$ cat src/rtl/divu_seq.sv
// Unsigned restoring divider, one quotient bit per cycle (quotient for LO, remainder for HI).
// Latency WIDTH cycles from accepted start to done; `DIVU_FAST_ZERO_EN makes a zero divisor finish after one ZERO cycle.
// No backpressure: start is only honoured while busy==0, and results hold until the next completion.
module divu_seq #(
  parameter int WIDTH = 32
) (
  input  logic             clk,
  input  logic             reset,
  input  logic             start,
  input  logic [WIDTH-1:0] dataA,
  input  logic [WIDTH-1:0] dataB,
  output logic             busy,
  output logic             done,
  output logic [WIDTH-1:0] quotient,
  output logic [WIDTH-1:0] remainder,
  output logic             div_by_zero
);

  localparam int CW = (WIDTH > 2) ? $clog2(WIDTH) : 1;

  typedef enum logic [1:0] {S_IDLE, S_RUN, S_DONE, S_ZERO} state_t;

  state_t           state, state_nxt;
  logic [CW-1:0]    cnt;
  logic [WIDTH:0]   r, r_sh, r_nxt;
  logic [WIDTH-1:0] q, q_nxt, divisor;
  logic             accept, last;

  always_ff @(posedge clk or negedge reset) begin
    if (!reset) state <= S_IDLE;
    else        state <= state_nxt;
  end

  always_comb begin
    state_nxt = state;
    accept    = 1'b0;
    last      = 1'b0;
    busy      = 1'b0;
    done      = 1'b0;
    case (state)
      S_IDLE, S_DONE: begin
        done = (state == S_DONE);
        if (start) begin
          accept = 1'b1;
`ifdef DIVU_FAST_ZERO_EN
          state_nxt = (dataB == '0) ? S_ZERO : S_RUN;
`else
          state_nxt = S_RUN;
`endif
        end else begin
          state_nxt = S_IDLE;
        end
      end
      S_RUN: begin
        busy = 1'b1;
        if (cnt == CW'(WIDTH - 1)) begin
          last      = 1'b1;
          state_nxt = S_DONE;
        end
      end
`ifdef DIVU_FAST_ZERO_EN
      S_ZERO: begin
        busy      = 1'b1;
        state_nxt = S_DONE;
      end
`endif
      default: state_nxt = S_IDLE;
    endcase
  end

  // One restoring step: shift in the next dividend bit, subtract if it fits.
  always_comb begin
    r_sh  = {r[WIDTH-1:0], q[WIDTH-1]};
    q_nxt = {q[WIDTH-2:0], 1'b0};
    r_nxt = r_sh;
    if (r_sh >= {1'b0, divisor}) begin
      r_nxt    = r_sh - {1'b0, divisor};
      q_nxt[0] = 1'b1;
    end
  end

  always_ff @(posedge clk or negedge reset) begin
    if (!reset) begin
      cnt         <= '0;
      r           <= '0;
      q           <= '0;
      divisor     <= '0;
      quotient    <= '0;
      remainder   <= '0;
      div_by_zero <= 1'b0;
    end else if (accept) begin
      q       <= dataA;
      divisor <= dataB;
      r       <= '0;
      cnt     <= '0;
    end else if (state == S_RUN) begin
      q   <= q_nxt;
      r   <= r_nxt;
      cnt <= cnt + CW'(1);
      if (last) begin
        quotient    <= q_nxt;
        remainder   <= r_nxt[WIDTH-1:0];
        div_by_zero <= (divisor == '0);
      end
    end
`ifdef DIVU_FAST_ZERO_EN
    // q still holds the untouched dividend here
    else if (state == S_ZERO) begin
      quotient    <= '1;
      remainder   <= q;
      div_by_zero <= 1'b1;
    end
`endif
  end

endmodule
$ cat config.mk
export PLATFORM = sky130hd
export DESIGN_NAME = divu_seq
export DESIGN_NICKNAME = d
export VERILOG_FILES = /design/src/rtl/divu_seq.sv
export SDC_FILE = /design/constraint.sdc
export NUM_CORES = 1
export LEC_CHECK = 0
export CAP_MARGIN = 5
export CORE_MARGIN = 2
export CORE_UTILIZATION = 40
export CTS_BUF_LIST = sky130_fd_sc_hd__clkbuf_4 sky130_fd_sc_hd__clkbuf_8
export CTS_CLUSTER_DIAMETER = 50
export CTS_CLUSTER_SIZE = 40
export DETAILED_ROUTE_END_ITERATION = 7
export PLACE_DENSITY = 0.64
export SYNTH_ARGS = -nofsm -noshare
export SYNTH_HDL_FRONTEND = slang
export SYNTH_SLANG_ARGS = --single-unit
export TNS_END_PERCENT = 50
$ cat constraint.sdc
create_clock -name clk -period 3.1 [get_ports clk]
set_input_delay 0.62 -clock clk [delete_from_list [all_inputs] [get_ports clk]]
set_output_delay 0.62 -clock clk [all_outputs]
set_load 0.005 [all_outputs]
## Word level (Yosys, flattened, before mapping)

Cells that the tools add are included.

| storage, ports and cells | value |
|---|---|
| memories | 0 |
| word-level logic and storage cells | 38 |
| bits of input ports | 67 |
| ROM bits | 0 |
| RAM bits | 0 |
| output and inout port bits | 67 |
| register bits | 168 |
| bits in latches | 0 |

| operators by class | value |
|---|---|
| multiply operators | 0 |
| add/sub/neg operators | 2 |
| equal/unequal tests | 4 |
| order comparisons | 1 |
| shifts and indexed selects | 0 |
| muxes and demuxes | 17 |
| div/mod/pow operators | 0 |
| bitwise gates (word level) | 1 |
| reductions and logical operators | 5 |

Operator list:

| cell | number |
|---|---|
| 32-bit two-way mux | 5 |
| 33-bit by 32-bit >= comparator with 1-bit output | 1 |
| 32-bit zero test | 1 |
| 32-bit subtractor | 1 |
| 5-bit two-way mux | 2 |
| 1-bit two-way mux | 8 |
| 5-bit by 1-bit adder with 5-bit output, second input constant | 1 |
| 5-bit == test, second input constant | 1 |
| 2-bit case mux with 2 select lines | 1 |
| 3-bit AND reduction | 1 |
| 2-bit by 1-bit == test with 1-bit output, second input constant | 1 |
| 2-bit == test, second input constant | 1 |
| 2-bit zero test | 1 |
| 2-bit two-way mux | 1 |
| 2-bit inequality test, second input constant | 1 |
| 2-bit nonzero test | 1 |
| 2-bit OR reduction | 1 |
| 1-bit inverter | 1 |

## Longest topological paths before layout

| depth | value |
|---|---|
| depth after elaboration | 5 |
| gate-level depth with buffers | 13 |
| mapped depth without buffers | 12 |

## Worst setup path before layout

Ideal clock, no wire load.

| timing path | value |
|---|---|
| kind | reg2reg |
| start point | register r[0] |
| end point | register remainder[16] |
| cell stages (with the launch flop) | 12 |
| period minus slack after synthesis | 2965 ps |
| path buffers | 2 |
| arrival time | 2835 ps |
| slack | 135 ps |
| data required time | 2970 ps |
| library setup time | 130 ps |
| cells stage by stage | dfrtp_1 ha_1 nor2b_1 o31a_1 o31a_1 a21bo_1 a22o_1 buf_6 a311oi_4 buf_6 mux2i_1 o21ai_1 |

| on the way | value |
|---|---|
| cells in the longest elaborated chain, start to end | 2 |
| elaborated cells between the ends (all ways) | 3 |
| those cells by class | 1 x add/sub; 1 x order compare; 1 x mux |

Ends and longest elaborated chain:

| item | line | source |
|---|---|---|
| start, declared | 25 | `logic [WIDTH:0] r, r_sh, r_nxt;` |
| start signal, assigned | 98 | `r <= r_nxt;` |
| 32-bit subtractor or 33-bit by 32-bit >= comparator with 1-bit output (tied branches) | 77, 76 |  |
| 32-bit two-way mux * | 76 | `if (r_sh >= {1'b0, divisor}) begin` |
| end signal, assigned | 102 | `remainder <= r_nxt[WIDTH-1:0];` |
| end, declared | 15 | `output logic [WIDTH-1:0] remainder,` |

Mark *: on every way between the ends. The rest lies on a longest branch, timed or not.
A chain may end at the register's enable or synchronous reset.

## Worst setup path after layout

| timing path | value |
|---|---|
| start point | register r[5] |
| end point | register r[28] |

| on the way | value |
|---|---|
| cells in the longest elaborated chain, start to end | 4 |
| elaborated cells between the ends (all ways) | 5 |
| those cells by class | 1 x add/sub; 1 x order compare; 3 x mux |

Ends and longest elaborated chain:

| item | line | source |
|---|---|---|
| 32-bit subtractor or 33-bit by 32-bit >= comparator with 1-bit output (tied branches) | 77, 76 |  |
| 32-bit two-way mux * | 76 |  |
| 32-bit two-way mux * | 96 | `end else if (state == S_RUN) begin` |
| 32-bit two-way mux * | 91 | `end else if (accept) begin` |

Mark *: on every way between the ends. The rest lies on a longest branch, timed or not. The select of a mux whose other input is x is not followed.

==> results.cfg <==
[clock_tree]
clk_latency_ns = 0.48
htreeDepth = 4
path_clk_slew_ns = 0.11
cts_tree = yes
clock-sinks = 168
cts_root_buffer = clkbuf_8
cts-hold-fix-buffers = 0
clock_path_buffers = 2
cts_buffers = 17

[setup_path]
critical_path_required_ns = 3.49
cpMostUsedCell = a21oi_1
worstSetupEndpointType = flip-flop
cp_top_family = compound AO/OA/AOI/OAI gates
cp.arrival_ns = 3.47
path_buf_inv = 2
cpMaxStageDelayCell = or4b_2
start_kind = flip-flop
cp_cell_sequence = ha_1, a21oi_1, o211ai_1, a21oi_1, a21bo_1, a22o_1, a311oi_4, buf_4, buf_12, or4b_2, a31oi_1
critPathKind = reg -> reg
cpPeakStageDelay_ns = 0.68
cp_max_fo = 12

[pwr]
p_leak_nw = 5.11
vdd_drop_max_mv = 0.500
p_total_w = 0.0155
power_density_mw_per_mm2 = 1370

[floorplanning]
coreArea_sq_mm = 0.0217
fp.dieW_microns = 152
ios = 134
num_rows = 54
start_util_pct = 40.6
die_area_sq_mm = 0.0232
die_y_microns = 152

[route]
postRouteAntennaNets = 0
vias_per_cell = 5.32
dr_total_vias = 7672
routedWlPerCell_microns = 17.2
wl_mm = 24.8
drc = 0
dr.pass1.iters = 5
top_layer_used = met4
wl_met2_mm = 11.2
wl_met3_mm = 1.52
drt-initial-drc-count = 516
met1Wirelength_mm = 11.8

[timing]
rsz0062_at_grt = true
setup_viol_count_final = 0
clock_skew_ns = 0.0222
slew_headroom_pct = 52.0
fin_crit_sh_pct = 99.5
max_freq_ghz = 0.324
whs_ns = 0.159
fin_crit_ns = 3.09
tightest_slew_ns = 0.720
final-hold-violation-count = 0
maxSlewViolCount = 0

[synthesis]
synth_area_leader_cell = dfrtp_1
synth_area_leaders = dfrtp_1 48%, nand2_1 12%, ha_1 4.8%
synth_edf_count = 0
synth_most_common_cell = nand2_1
yosys_warnings = 0
yosys_most_used_dff = dfrtp_1
yosysSeqAreaShare_pct = 47.8
syn_area_per_cell_sq_um = 8.82
synth_cells = 998
yosysUniqueCellTypes = 60
synth_nets = 1100
netlist.area_leader.share_pct = 47.8
synthesis.area_sq_mm = 0.00880
ys_ff_latch = 168
ys_top_cells_by_count = 271 x nand2_1, 168 x dfrtp_1, 61 x o21ai_0, 47 x o21ai_1, 41 x inv_1
async_reset_ff_share_pct = 100

[run]
cap_violations = 0

[finish]
antenna_cells = 0
fin_util_pct = 52.3
syn_to_final_growth_pct = 29.0
nets = 1250
drive_gt1_share_pct = 10.9

[global_route]
grt_overflow_total = 0
track_usage_pct = 21.4
antenna_found_initial = 0
grt_pass1_vias = 7572
grt_first_pass_wirelength_mm = 40.4
grt_max_degree = 88

[placement]
gp_congestion = 0.862
dp_hpwl_mm = 17.0
numPortBuffers = 133

[outcome]
status = complete, no violations

[worst_hold_path]
min_path_type = in -> async
==> flip-flops by register name, summed over array words and instances, names as in the netlist <==
register     flops
divisor         32
q               32
quotient        32
r               32
remainder       32
cnt              5
state            2
div_by_zero      1
==> through the flow <==
stage	cell area (sq um)	worst slack [ns]	instances	TNS, ns
2_1_floorplan	8800	0.135	998	0
3_3_place_gp	10700	0.0741	1398	0
3_5_place_dp	10700	0.0471	1398	0
4_1_cts	11100	0.0178	1430	0
5_1_grt	11400	-0.118	1441	-0.258
6_report	11400	0.0146	1441	0
==> per-layer routing <==
layer	vias to the layer above	global-route usage [%]
li1	3752	-
met1	3681	31.1
met2	218	32.5
met3	21	5.23
met4	0	4.63
met5	-	0
==> path summary, 6_finish.rpt <==
kind / endpoint / slack (ns) / startpoint / depth (start not counted)
min reg2reg: quotient[9] / 0.48 / quotient[9] / 2
min: r[2] / 0.16 / reset / 1
max: r[28] / 0.01 / r[5] / 11
max reg2reg: r[28] / 0.01 / r[5] / 11
min in group clk: quotient[9] / 0.48 / quotient[9] / 2
max in group asynchronous: quotient[5] / 2.18 / reset / 2
==> area by class of cell <==
type / count / area [sq um]
Sequential cell: 168 / 4200
Timing Repair Buffer: 190 / 1850
Clock inverter: 15 / 199
Fill cell: 2020 / 10300
Clock buffer: 17 / 234
Inverter: 43 / 161
Tap cell: 280 / 350
Multi-Input combinational cell: 728 / 4350
==> logic make-up (layout without fill, tap and decap cells) <==
kind of cell               Yosys count  in the layout  synth area share, %
AOI/OAI and AO/OA                  258            258                 18.3
and+or+nand+nor                    385            385                 18.6
adders and majority gates           35             35                 5.06
DFF                                168            168                 47.8
xor gates and xnor gates            22             22                 2.19
muxes                               28             28                 3.24
buffers and inverters              102            265                 4.87
==> power by group <==
group	internal [W]	total, W	switching (W)
clock network	0.000634	0.00165	0.00102
registers	0.00328	0.00405	0.000768
logic	0.00458	0.00984	0.00526
total	0.00850	0.0155	0.00705
==> placed cells by master, fill, tap and decap left out, drive strengths merged, types with 31 or more instances in the layout <==
cell type and count:
inv 48, nor2 34, clkdlybuf4s50 132, o21ai 108
ha 34, a22oi 31, a21oi 39, nand2 271
dfrtp 168, buf 57
==> what timing repair did <==
action	CTS	global route
resized for setup	0	34
setup endpoints to repair	0	56
buffers inserted	0	10
hold endpoints to repair	0	0
Power figures use the tool's default switching activity.
